[config.mk]
export PLATFORM = sky130hd
export DESIGN_NAME = me_issue_collect
export DESIGN_NICKNAME = d
export VERILOG_FILES = /design/src/rtl/me_pkg.sv /design/src/rtl/me_sync_fifo.sv /design/src/rtl/me_issue_collect.sv
export SDC_FILE = /design/constraint.sdc
export NUM_CORES = 1
export LEC_CHECK = 0
export ABC_CLOCK_PERIOD_IN_PS = 16800
export CAP_MARGIN = 20
export CORE_ASPECT_RATIO = 0.7
export CORE_MARGIN = 2
export CORE_UTILIZATION = 51
export CTS_BUF_LIST = sky130_fd_sc_hd__clkbuf_4
export DETAILED_ROUTE_END_ITERATION = 10
export PLACE_DENSITY = 0.86
export SLEW_MARGIN = 5
export SYNTH_ARGS = -nofsm -noshare
export SYNTH_HDL_FRONTEND = slang
export SYNTH_SLANG_ARGS = --single-unit
[constraint.sdc]
create_clock -name clk -period 16.8 [get_ports clk]
set_input_delay 5.04 -clock clk [delete_from_list [all_inputs] [get_ports clk]]
set_output_delay 5.04 -clock clk [all_outputs]
set_load 0.02 [all_outputs]
[src/rtl/me_pkg.sv]
// Shared widths, default parameters and result-entry layout for the
// math_expression issue/collect block.
package me_pkg;

    localparam int unsigned ME_W_DEF     = 32'd16;
    localparam int unsigned ME_DEPTH_DEF = 32'd4;
    localparam int unsigned ME_TAG_W_DEF = 32'd4;

    // Quotient width returned by math_expression for operand width w.
    function automatic int unsigned qw(input int unsigned w);
        return 32'd2 * w + 32'd4;
    endfunction

    // Result entries are packed {q, rmd, tag} with q in the MSBs.
    function automatic int unsigned res_w(input int unsigned w, input int unsigned tag_w);
        return qw(w) + 32'd1 + tag_w;
    endfunction

endpackage

[src/rtl/me_sync_fifo.sv]
// First-word-fall-through synchronous FIFO with wrap-bit pointers and a
// synchronous active-low reset; the head reads as zero while empty.
module me_sync_fifo #(
    parameter int unsigned DW    = 32'd8,
    parameter int unsigned DEPTH = 32'd4
) (
    input  logic          clk_i,
    input  logic          rst_ni,
    input  logic          push_i,
    input  logic [DW-1:0] din_i,
    input  logic          pop_i,
    output logic [DW-1:0] dout_o,
    output logic          empty_o,
    output logic          full_o
);

    localparam int unsigned AW = $clog2(DEPTH);

    logic [AW:0]   wr_q;
    logic [AW:0]   wr_d;
    logic [AW:0]   rd_q;
    logic [AW:0]   rd_d;
    logic [DW-1:0] mem_q [DEPTH];
    logic          do_push_s;
    logic          do_pop_s;

    assign empty_o = (wr_q == rd_q);
    assign full_o  = (wr_q[AW] != rd_q[AW]) && (wr_q[AW-1:0] == rd_q[AW-1:0]);

    // Guarded pointer advance; the extra pointer bit wraps modulo 2*DEPTH.
    always_comb begin
        do_push_s = push_i && !full_o;
        do_pop_s  = pop_i && !empty_o;
        if (do_push_s) begin
            wr_d = wr_q + {{AW{1'b0}}, 1'b1};
        end else begin
            wr_d = wr_q;
        end
        if (do_pop_s) begin
            rd_d = rd_q + {{AW{1'b0}}, 1'b1};
        end else begin
            rd_d = rd_q;
        end
    end

    // Pointer registers.
    always_ff @(posedge clk_i) begin
        if (!rst_ni) begin
            wr_q <= '0;
            rd_q <= '0;
        end else begin
            wr_q <= wr_d;
            rd_q <= rd_d;
        end
    end

    // Storage array; contents need no reset because the head is masked when empty.
    always_ff @(posedge clk_i) begin
        if (do_push_s) begin
            mem_q[wr_q[AW-1:0]] <= din_i;
        end
    end

    // Fall-through head.
    always_comb begin
        if (empty_o) begin
            dout_o = '0;
        end else begin
            dout_o = mem_q[rd_q[AW-1:0]];
        end
    end

endmodule

[src/rtl/me_issue_collect.sv]
// Issues operand tuples to math_expression and collects its results in order,
// tagged, onto a valid/ready stream; credits keep the result buffer from overflowing.
module me_issue_collect
    import me_pkg::*;
#(
    parameter  int unsigned W     = ME_W_DEF,
    parameter  int unsigned DEPTH = ME_DEPTH_DEF,
    parameter  int unsigned TAG_W = ME_TAG_W_DEF,
    localparam int unsigned QW    = qw(W)
) (
    input  logic             clk,
    input  logic             reset,
    input  logic             in_valid,
    output logic             in_ready,
    input  logic [W-1:0]     in_a,
    input  logic [W-1:0]     in_b,
    input  logic [W-1:0]     in_c,
    input  logic [W-1:0]     in_d,
    input  logic [TAG_W-1:0] in_tag,
    output logic             me_start,
    output logic [W-1:0]     me_a,
    output logic [W-1:0]     me_b,
    output logic [W-1:0]     me_c,
    output logic [W-1:0]     me_d,
    input  logic             me_valid,
    input  logic [QW-1:0]    me_q,
    input  logic             me_rmd,
    output logic             out_valid,
    input  logic             out_ready,
    output logic [QW-1:0]    out_q,
    output logic             out_rmd,
    output logic [TAG_W-1:0] out_tag,
    output logic             busy,
    output logic             err
);

    localparam int unsigned CW = $clog2(DEPTH + 32'd1);
    localparam int unsigned RW = res_w(W, TAG_W);

    logic [CW-1:0]    credit_q;
    logic [CW-1:0]    credit_d;
    logic [CW-1:0]    inflight_q;
    logic [CW-1:0]    inflight_d;
    logic             err_q;
    logic             err_d;
    logic             start_q;
    logic [W-1:0]     a_q;
    logic [W-1:0]     b_q;
    logic [W-1:0]     c_q;
    logic [W-1:0]     d_q;

    logic             accept_s;
    logic             pop_s;
    logic             collect_s;
    logic [TAG_W-1:0] tag_head_s;
    logic             tag_empty_s;
    logic             tag_full_s;
    logic [RW-1:0]    res_din_s;
    logic [RW-1:0]    res_head_s;
    logic             res_empty_s;
    logic             res_full_s;
    logic             unused_s;

    assign in_ready  = reset && (credit_q != '0);
    assign accept_s  = in_valid && in_ready;
    assign out_valid = !res_empty_s;
    assign pop_s     = out_valid && out_ready;
    assign collect_s = me_valid && (inflight_q != '0);
    assign res_din_s = {me_q, me_rmd, tag_head_s};

    // Both FIFOs only fill under credit control, so their status flags carry no extra information.
    assign unused_s = tag_empty_s ^ tag_full_s ^ res_full_s;

    me_sync_fifo #(
        .DW    (TAG_W),
        .DEPTH (DEPTH)
    ) u_tag_fifo (
        .clk_i   (clk),
        .rst_ni  (reset),
        .push_i  (accept_s),
        .din_i   (in_tag),
        .pop_i   (collect_s),
        .dout_o  (tag_head_s),
        .empty_o (tag_empty_s),
        .full_o  (tag_full_s)
    );

    me_sync_fifo #(
        .DW    (RW),
        .DEPTH (DEPTH)
    ) u_res_fifo (
        .clk_i   (clk),
        .rst_ni  (reset),
        .push_i  (collect_s),
        .din_i   (res_din_s),
        .pop_i   (pop_s),
        .dout_o  (res_head_s),
        .empty_o (res_empty_s),
        .full_o  (res_full_s)
    );

    assign {out_q, out_rmd, out_tag} = res_head_s;

    // Credit, in-flight and error next-state.
    always_comb begin
        credit_d   = credit_q;
        inflight_d = inflight_q;
        case ({accept_s, pop_s})
            2'b10:   credit_d = credit_q - CW'(1);
            2'b01:   credit_d = credit_q + CW'(1);
            default: credit_d = credit_q;
        endcase
        case ({accept_s, collect_s})
            2'b10:   inflight_d = inflight_q + CW'(1);
            2'b01:   inflight_d = inflight_q - CW'(1);
            default: inflight_d = inflight_q;
        endcase
        if (me_valid && (inflight_q == '0)) begin
            err_d = 1'b1;
        end else begin
            err_d = err_q;
        end
    end

    // Control state and the registered operand/start interface.
    always_ff @(posedge clk) begin
        if (!reset) begin
            credit_q   <= CW'(DEPTH);
            inflight_q <= '0;
            err_q      <= 1'b0;
            start_q    <= 1'b0;
            a_q        <= '0;
            b_q        <= '0;
            c_q        <= '0;
            d_q        <= '0;
        end else begin
            credit_q   <= credit_d;
            inflight_q <= inflight_d;
            err_q      <= err_d;
            start_q    <= accept_s;
            if (accept_s) begin
                a_q <= in_a;
                b_q <= in_b;
                c_q <= in_c;
                d_q <= in_d;
            end
        end
    end

    assign me_start = start_q;
    assign me_a     = a_q;
    assign me_b     = b_q;
    assign me_c     = c_q;
    assign me_d     = d_q;
    assign err      = err_q;
    assign busy     = (inflight_q != '0) || !res_empty_s;

endmodule

==> impl_metrics.env, run 1 <==
export IMPL_status="completed"
export IMPL_crit_chain="buf_2 -> inv_1 -> nor2_1 -> clkdlybuf4s50_1"
export IMPL_drtPass1Iterations=4
export IMPL_synthFlopType="edfxtp_1"
export IMPL_synth_ff_latch_count=268
export IMPL_cp_top_family="buffers and inverters"
export IMPL_ys_types=34
export IMPL_grt_pass1_vias=6626
export IMPL_p_leak_uw=0.00461
export IMPL_critPathMaxStageDelay_ps=630
export IMPL_core_um2=19800
export IMPL_hpwl_um=13400
export IMPL_clk_pin_slew_ps=60
export IMPL_synth_top_area_share_pct=52.5
export IMPL_synthArstFlopShare_pct=0
export IMPL_synth_edf_count=180
export IMPL_crit_path_start_kind="primary input"
export IMPL_die_w_um=174
export IMPL_ir_worst_vdd_uv=107
export IMPL_postCtsHoldBufs=0
export IMPL_num_rows=43
export IMPL_power_uw=2030
export IMPL_synthesis_nets=829
export IMPL_hp_start="me_a[9]$_SDFFE_PN0P_"
export IMPL_post_route_drc_count=0
export IMPL_dr_first_iter_drc_count=451
export IMPL_r2r_start="u_res_fifo.wr_q[1]$_SDFFE_PN0P_"
export IMPL_antenna_left=0
export IMPL_rsz0062_at_grt="no"
export IMPL_synth_area_leaders="edfxtp_1, dfxtp_1, mux4_2"
export IMPL_wl_per_cell_um=16.7
export IMPL_drt_total_wl_um=21200
export IMPL_post_cts_buffers=0
export IMPL_die_y_um=123
export IMPL_critPathBufInv=3
export IMPL_hold_violations=0
export IMPL_grt_busiest_layer="met2"
export IMPL_nNetsFinal=1078
export IMPL_crit_required_ps=11760
export IMPL_final_min_clock_period_ps=11130
export IMPL_area_delta_synth_final_pct=31.3
export IMPL_fin_worst_skew_ps=37.9
export IMPL_ioPinCount=220
export IMPL_slew_headroom_pct=26.1
export IMPL_use_met1_pct=26.3
export IMPL_cp_startpoint="reset"
export IMPL_fmax_mhz=89.8
export IMPL_r2r_slack_ps=14310
export IMPL_met2_usage_pct=32.5
export IMPL_vias_per_cell=5.03
export IMPL_finalCritPeriodShare_pct=66.3
export IMPL_syn_area_um2=10300
export IMPL_cts_tree="built"
export IMPL_place_area_um2=12700
export IMPL_gr_usage_met3_pct=6.82
export IMPL_drive_above_1_share_pct=15.9
export IMPL_synth_area_leader_cell="edfxtp_1"
export IMPL_endpoint_kind="output pin"
export IMPL_cts_buffer_depth=3
export IMPL_synth_area_per_cell_um2=14.6
export IMPL_hold_depth=2
export IMPL_portBuffers=219
export IMPL_critPathKind="in -> out"
export IMPL_fp_dieArea_um2=21400
export IMPL_reg2reg_depth=8
export IMPL_antenna_cells=0
export IMPL_fin_area_um2=13500
export IMPL_syn_instance_count=705
export IMPL_crit_fanout=8
export IMPL_cpMaxStageDelayCell="clkdlybuf4s50_1"
export IMPL_cp_arrival_ps=6090
export IMPL_clock_latency_ps=670
export IMPL_cts_num_sinks=268
export IMPL_synth_warnings=0
export IMPL_antenna_found_initial=0
export IMPL_fin_tns_setup_ps=0
export IMPL_grt_first_pass_wirelength_um=33600
export IMPL_hold_path_endpoint="me_a[9]$_SDFFE_PN0P_"
export IMPL_final_util_pct=68.3
export IMPL_root_buffer="clkbuf_4"
export IMPL_slew_viol_final=0
export IMPL_routabilityCongestion=0.781
export IMPL_cts_resized=0
export IMPL_cts_htree_levels=2
export IMPL_setup_violations=0
export IMPL_gr_usage_all_layers_pct=20.2
export IMPL_r2r_end="credit_q[2]$_SDFFE_PN1P_"
export IMPL_power_density_nw_per_um2=150
export IMPL_yosysSeqAreaShare_pct=69.6
export IMPL_initial_core_util_pct=52.0
export IMPL_max_cap_viol_count=0
export IMPL_tightest_slew_ps=1110
export IMPL_gr_total_overflow=0
export IMPL_cts_buffers=61
export IMPL_routed_via_count=6397
export IMPL_hold_class="reg -> reg"
export IMPL_grt_max_degree=131
[area by class of cell]
type / instances / area, µm²
inverter: 16 / 60.1
clock buffer: 98 / 736
tap: 270 / 338
fill: 1397 / 6280
clock inverter: 12 / 71.3
sequential: 268 / 7170
multi-input combinational: 382 / 2900
timing repair buffer: 225 / 2240
[synthesized netlist by cell type (all sizes together), types with 4 or more instances]
cell / count
edfxtp: 180
xor2: 7
nand2: 144
clkbuf: 9
mux4: 45
mux2i: 13
nor2: 7
buf: 30
inv: 16
ha: 12
xnor2: 6
nor2b: 45
dfxtp: 88
a31oi: 4
and2: 6
o21ai: 66
a21oi: 4
nand2b: 4
[flip-flops by register name, indices dropped and copies added (netlist names), named ones only]
register and cells:
credit_q 3, err 1, inflight_q 3, me_a 16, me_b 16, me_c 16
me_d 16, me_start 1, u_res_fifo.mem_q 164, u_res_fifo.rd_q 3, u_res_fifo.wr_q 3, u_tag_fifo.mem_q 16
u_tag_fifo.rd_q 3, u_tag_fifo.wr_q 3
[metal layers]
metal | vias to the layer above | share of wire [%]
li1 | 3081 | -
met2 | 206 | 47
met4 | 0 | 1.4
met1 | 3085 | 44
met3 | 25 | 7.5
met5 | - | 0
[cell usage in the layout, fill, tap and decap left out, types with 5 or more instances in the layout]
cell,count
mux4_2,45
xor2_1,7
buf_4,5
clkbuf_4,98
inv_1,16
edfxtp_1,180
nand2_1,144
mux2i_1,13
dfxtp_1,86
clkinv_1,11
o21ai_0,66
nor2_1,7
nor2b_1,45
ha_1,12
xnor2_1,6
clkdlybuf4s50_1,218
[cell families after synthesis]
| logic type | after synthesis | share of synthesized area (%) |
|---|---|---|
| multiplexers | 58 | 11.1 |
| XOR/XNOR | 13 | 1.11 |
| AO/OA/AOI/OAI | 83 | 4.52 |
| adder cells (fa/ha/maj) | 14 | 1.85 |
| buffers and inverters | 55 | 2.49 |
| flip-flops | 268 | 69.6 |
| AND/OR/NAND/NOR | 214 | 9.32 |
[per-stage QoR]
stage	hold slack [ps]	setup WS, ps	std cells
CTS	460	5660	1270
global placement	442	5680	1160
floorplan	449	5970	705
detailed placement	451	5660	1160
global route	480	5610	1271
finish	455	5670	1271
[worst max path at each step]
stage	end	slack [ps]	cells past startpoint
floorplan	in_ready	5970	4
global placement	in_ready	5680	4
detailed placement	in_ready	5660	4
CTS	in_ready	5660	4
global route	in_ready	5610	4
finish	in_ready	5670	4
[power breakdown]
group | total (µW) | internal, µW | switching (µW)
logic | 662 | 327 | 334
clock network | 516 | 277 | 239
registers | 855 | 788 | 66.7
[worst min-delay path, cell delays in order, from the launching register on]
cell and delay [ps]:
dfxtp_1 310, nand2_1 50, o21ai_0 60
Note: power is estimated with default switching activity, not from simulation.
==> run 2, diff against run 1 <==
--- a/config.mk
+++ b/config.mk
@@ -5,7 +5,7 @@
 export SDC_FILE = /design/constraint.sdc
 export NUM_CORES = 1
 export LEC_CHECK = 0
-export ABC_CLOCK_PERIOD_IN_PS = 16800
+export ABC_CLOCK_PERIOD_IN_PS = 10700
 export CAP_MARGIN = 20
 export CORE_ASPECT_RATIO = 0.7
 export CORE_MARGIN = 2
==> constraint.sdc (replaced) <==
create_clock -name clk -period 10.7 [get_ports clk]
set_input_delay 3.21 -clock clk [delete_from_list [all_inputs] [get_ports clk]]
set_output_delay 3.21 -clock clk [all_outputs]
set_load 0.02 [all_outputs]
==> impl_metrics.env, run 2 (synthesis gave the netlist of run 1 again) <==
export IMPL_cpMaxStageDelayCell="clkdlybuf4s50_1"
export IMPL_nFillCells=1410
export IMPL_placement_setup_worst_slack_ps=3200
export IMPL_status="completed"
export IMPL_r2r_end="credit_q[2]$_SDFFE_PN1P_"
export IMPL_cts_buffers=61
export IMPL_wl_per_cell_um=16.8
export IMPL_largest_reg_flops=164
export IMPL_hold_violations=0
export IMPL_crit_required_ps=7490
export IMPL_critPathBufInv=3
export IMPL_ir_worst_vdd_uv=136
export IMPL_grt_max_degree=131
export IMPL_routed_via_count=6455
export IMPL_dr_first_iter_drc_count=396
export IMPL_grt_first_pass_wirelength_um=33300
export IMPL_critPathMaxStageDelay_ps=630
export IMPL_hp_start="me_a[5]$_SDFFE_PN0P_"
export IMPL_critPathKind="in -> out"
export IMPL_cts_htree_levels=2
export IMPL_postCtsHoldBufs=0
export IMPL_core_um2=19800
export IMPL_cts_buffer_depth=3
export IMPL_most_common_layout_cells="clkdlybuf4s50_1, edfxtp_1, nand2_1, clkbuf_4, dfxtp_1"
export IMPL_post_cts_buffers=0
export IMPL_gr_usage_all_layers_pct=20.2
export IMPL_fp_dieArea_um2=21400
export IMPL_rsz0062_at_grt="no"
export IMPL_final_min_clock_period_ps=7470
export IMPL_drtPass1Iterations=5
export IMPL_hpwl_um=13200
export IMPL_area_delta_synth_final_pct=31.4
export IMPL_hold_class="reg -> reg"
export IMPL_tightest_slew_ps=1040
export IMPL_r2r_start="u_res_fifo.wr_q[1]$_SDFFE_PN0P_"
export IMPL_drive_above_1_share_pct=16.0
export IMPL_antenna_cells=0
export IMPL_setup_violations=0
export IMPL_gr_total_overflow=0
export IMPL_endpoint_kind="output pin"
export IMPL_crit_path_start_kind="primary input"
export IMPL_antenna_left=0
export IMPL_reg2reg_depth=8
export IMPL_power_density_nw_per_um2=237
export IMPL_vias_per_cell=5.09
export IMPL_cp_arrival_ps=4260
export IMPL_num_rows=43
export IMPL_clock_latency_ps=680
export IMPL_drt_total_wl_um=21300
export IMPL_crit_fanout=8
export IMPL_slew_headroom_pct=30.5
export IMPL_seq_area_um2=7170
export IMPL_hold_path_endpoint="me_a[5]$_SDFFE_PN0P_"
export IMPL_initial_core_util_pct=52.0
export IMPL_slew_viol_final=0
export IMPL_post_route_drc_count=0
export IMPL_crit_chain="buf_2 -> inv_1 -> nor2_1 -> clkdlybuf4s50_1"
export IMPL_timing_final_ws_setup_ps=3230
export IMPL_ioPinCount=220
export IMPL_clk_pin_slew_ps=60
export IMPL_max_cap_viol_count=0
export IMPL_fin_tns_setup_ps=0
export IMPL_multi_input_area_um2=2900
export IMPL_die_y_um=123
export IMPL_antenna_found_initial=0
export IMPL_final_common_cell="clkdlybuf4s50_1"
export IMPL_hold_depth=2
export IMPL_routabilityCongestion=0.769
export IMPL_p_leak_uw=0.00462
export IMPL_cts_num_sinks=268
export IMPL_r2r_slack_ps=8130
export IMPL_cts_resized=0
export IMPL_fmax_mhz=134
export IMPL_root_buffer="clkbuf_4"
export IMPL_die_w_um=174
export IMPL_cts_tree="built"
export IMPL_nNetsFinal=1080
export IMPL_cp_top_family="buffers and inverters"
export IMPL_finalCritPeriodShare_pct=69.8
export IMPL_portBuffers=219
export IMPL_grt_pass1_vias=6629
export IMPL_fin_worst_skew_ps=45.4
==> run 2: area by class of cell <==
class | instances | area share (%)
flip-flops and latches | 268 | 53.0
multi-input cells | 382 | 21.4
repair buffers | 227 | 16.7
clock buffers | 95 | 5.27
well taps | 270 | 2.50
clock inverters | 10 | 0.666
inverters | 16 | 0.444
==> run 2: worst max path at each step <==
stage	startpoint	end	slack, ps	cells after the start
2_1_floorplan	reset	in_ready	3530	4
3_3_place_gp	reset	in_ready	3210	4
3_5_place_dp	reset	in_ready	3200	4
4_1_cts	reset	in_ready	3200	4
5_1_grt	reset	in_ready	3150	4
6_report	reset	in_ready	3230	4
==> run 2: layer usage <==
layer | GRT usage (%) | vias up | share of wire [%] | routed length (µm)
met5 | 0 | - | 0 | 0
met2 | 33.5 | 228 | 48 | 10300
met1 | 25.1 | 3116 | 41 | 8770
met4 | 6.36 | 0 | 1.6 | 342
met3 | 7.16 | 33 | 8.9 | 1910
li1 | - | 3078 | - | -
==> run 2: worst min-delay path: cells and delay by family, from the launching register on <==
kind / cells / cell delay, ps
compound gates: 1 / 60
flops: 1 / 310
simple gates: 1 / 50
==> run 2: per-stage QoR <==
stage | utilization, % | area, µm² | hold slack [ps] | std cells | power [µW]
2_1_floorplan | - | 10300 | 449 | 705 | 1970
3_3_place_gp | 64.2 | 12700 | 443 | 1162 | 2380
3_5_place_dp | 64.2 | 12700 | 449 | 1162 | 2410
4_1_cts | 68.2 | 13500 | 459 | 1267 | 3240
5_1_grt | 68.3 | 13500 | 475 | 1268 | 3370
6_report | 68.3 | 13500 | 455 | 1268 | 3200
==> run 2: power by group <==
group          switching [µW]  leakage [µW]  total (µW)  internal (µW)
combinational             530       0.00179        1040            510
sequential                102       0.00236        1340           1240
clock                     374      0.000481         820            446
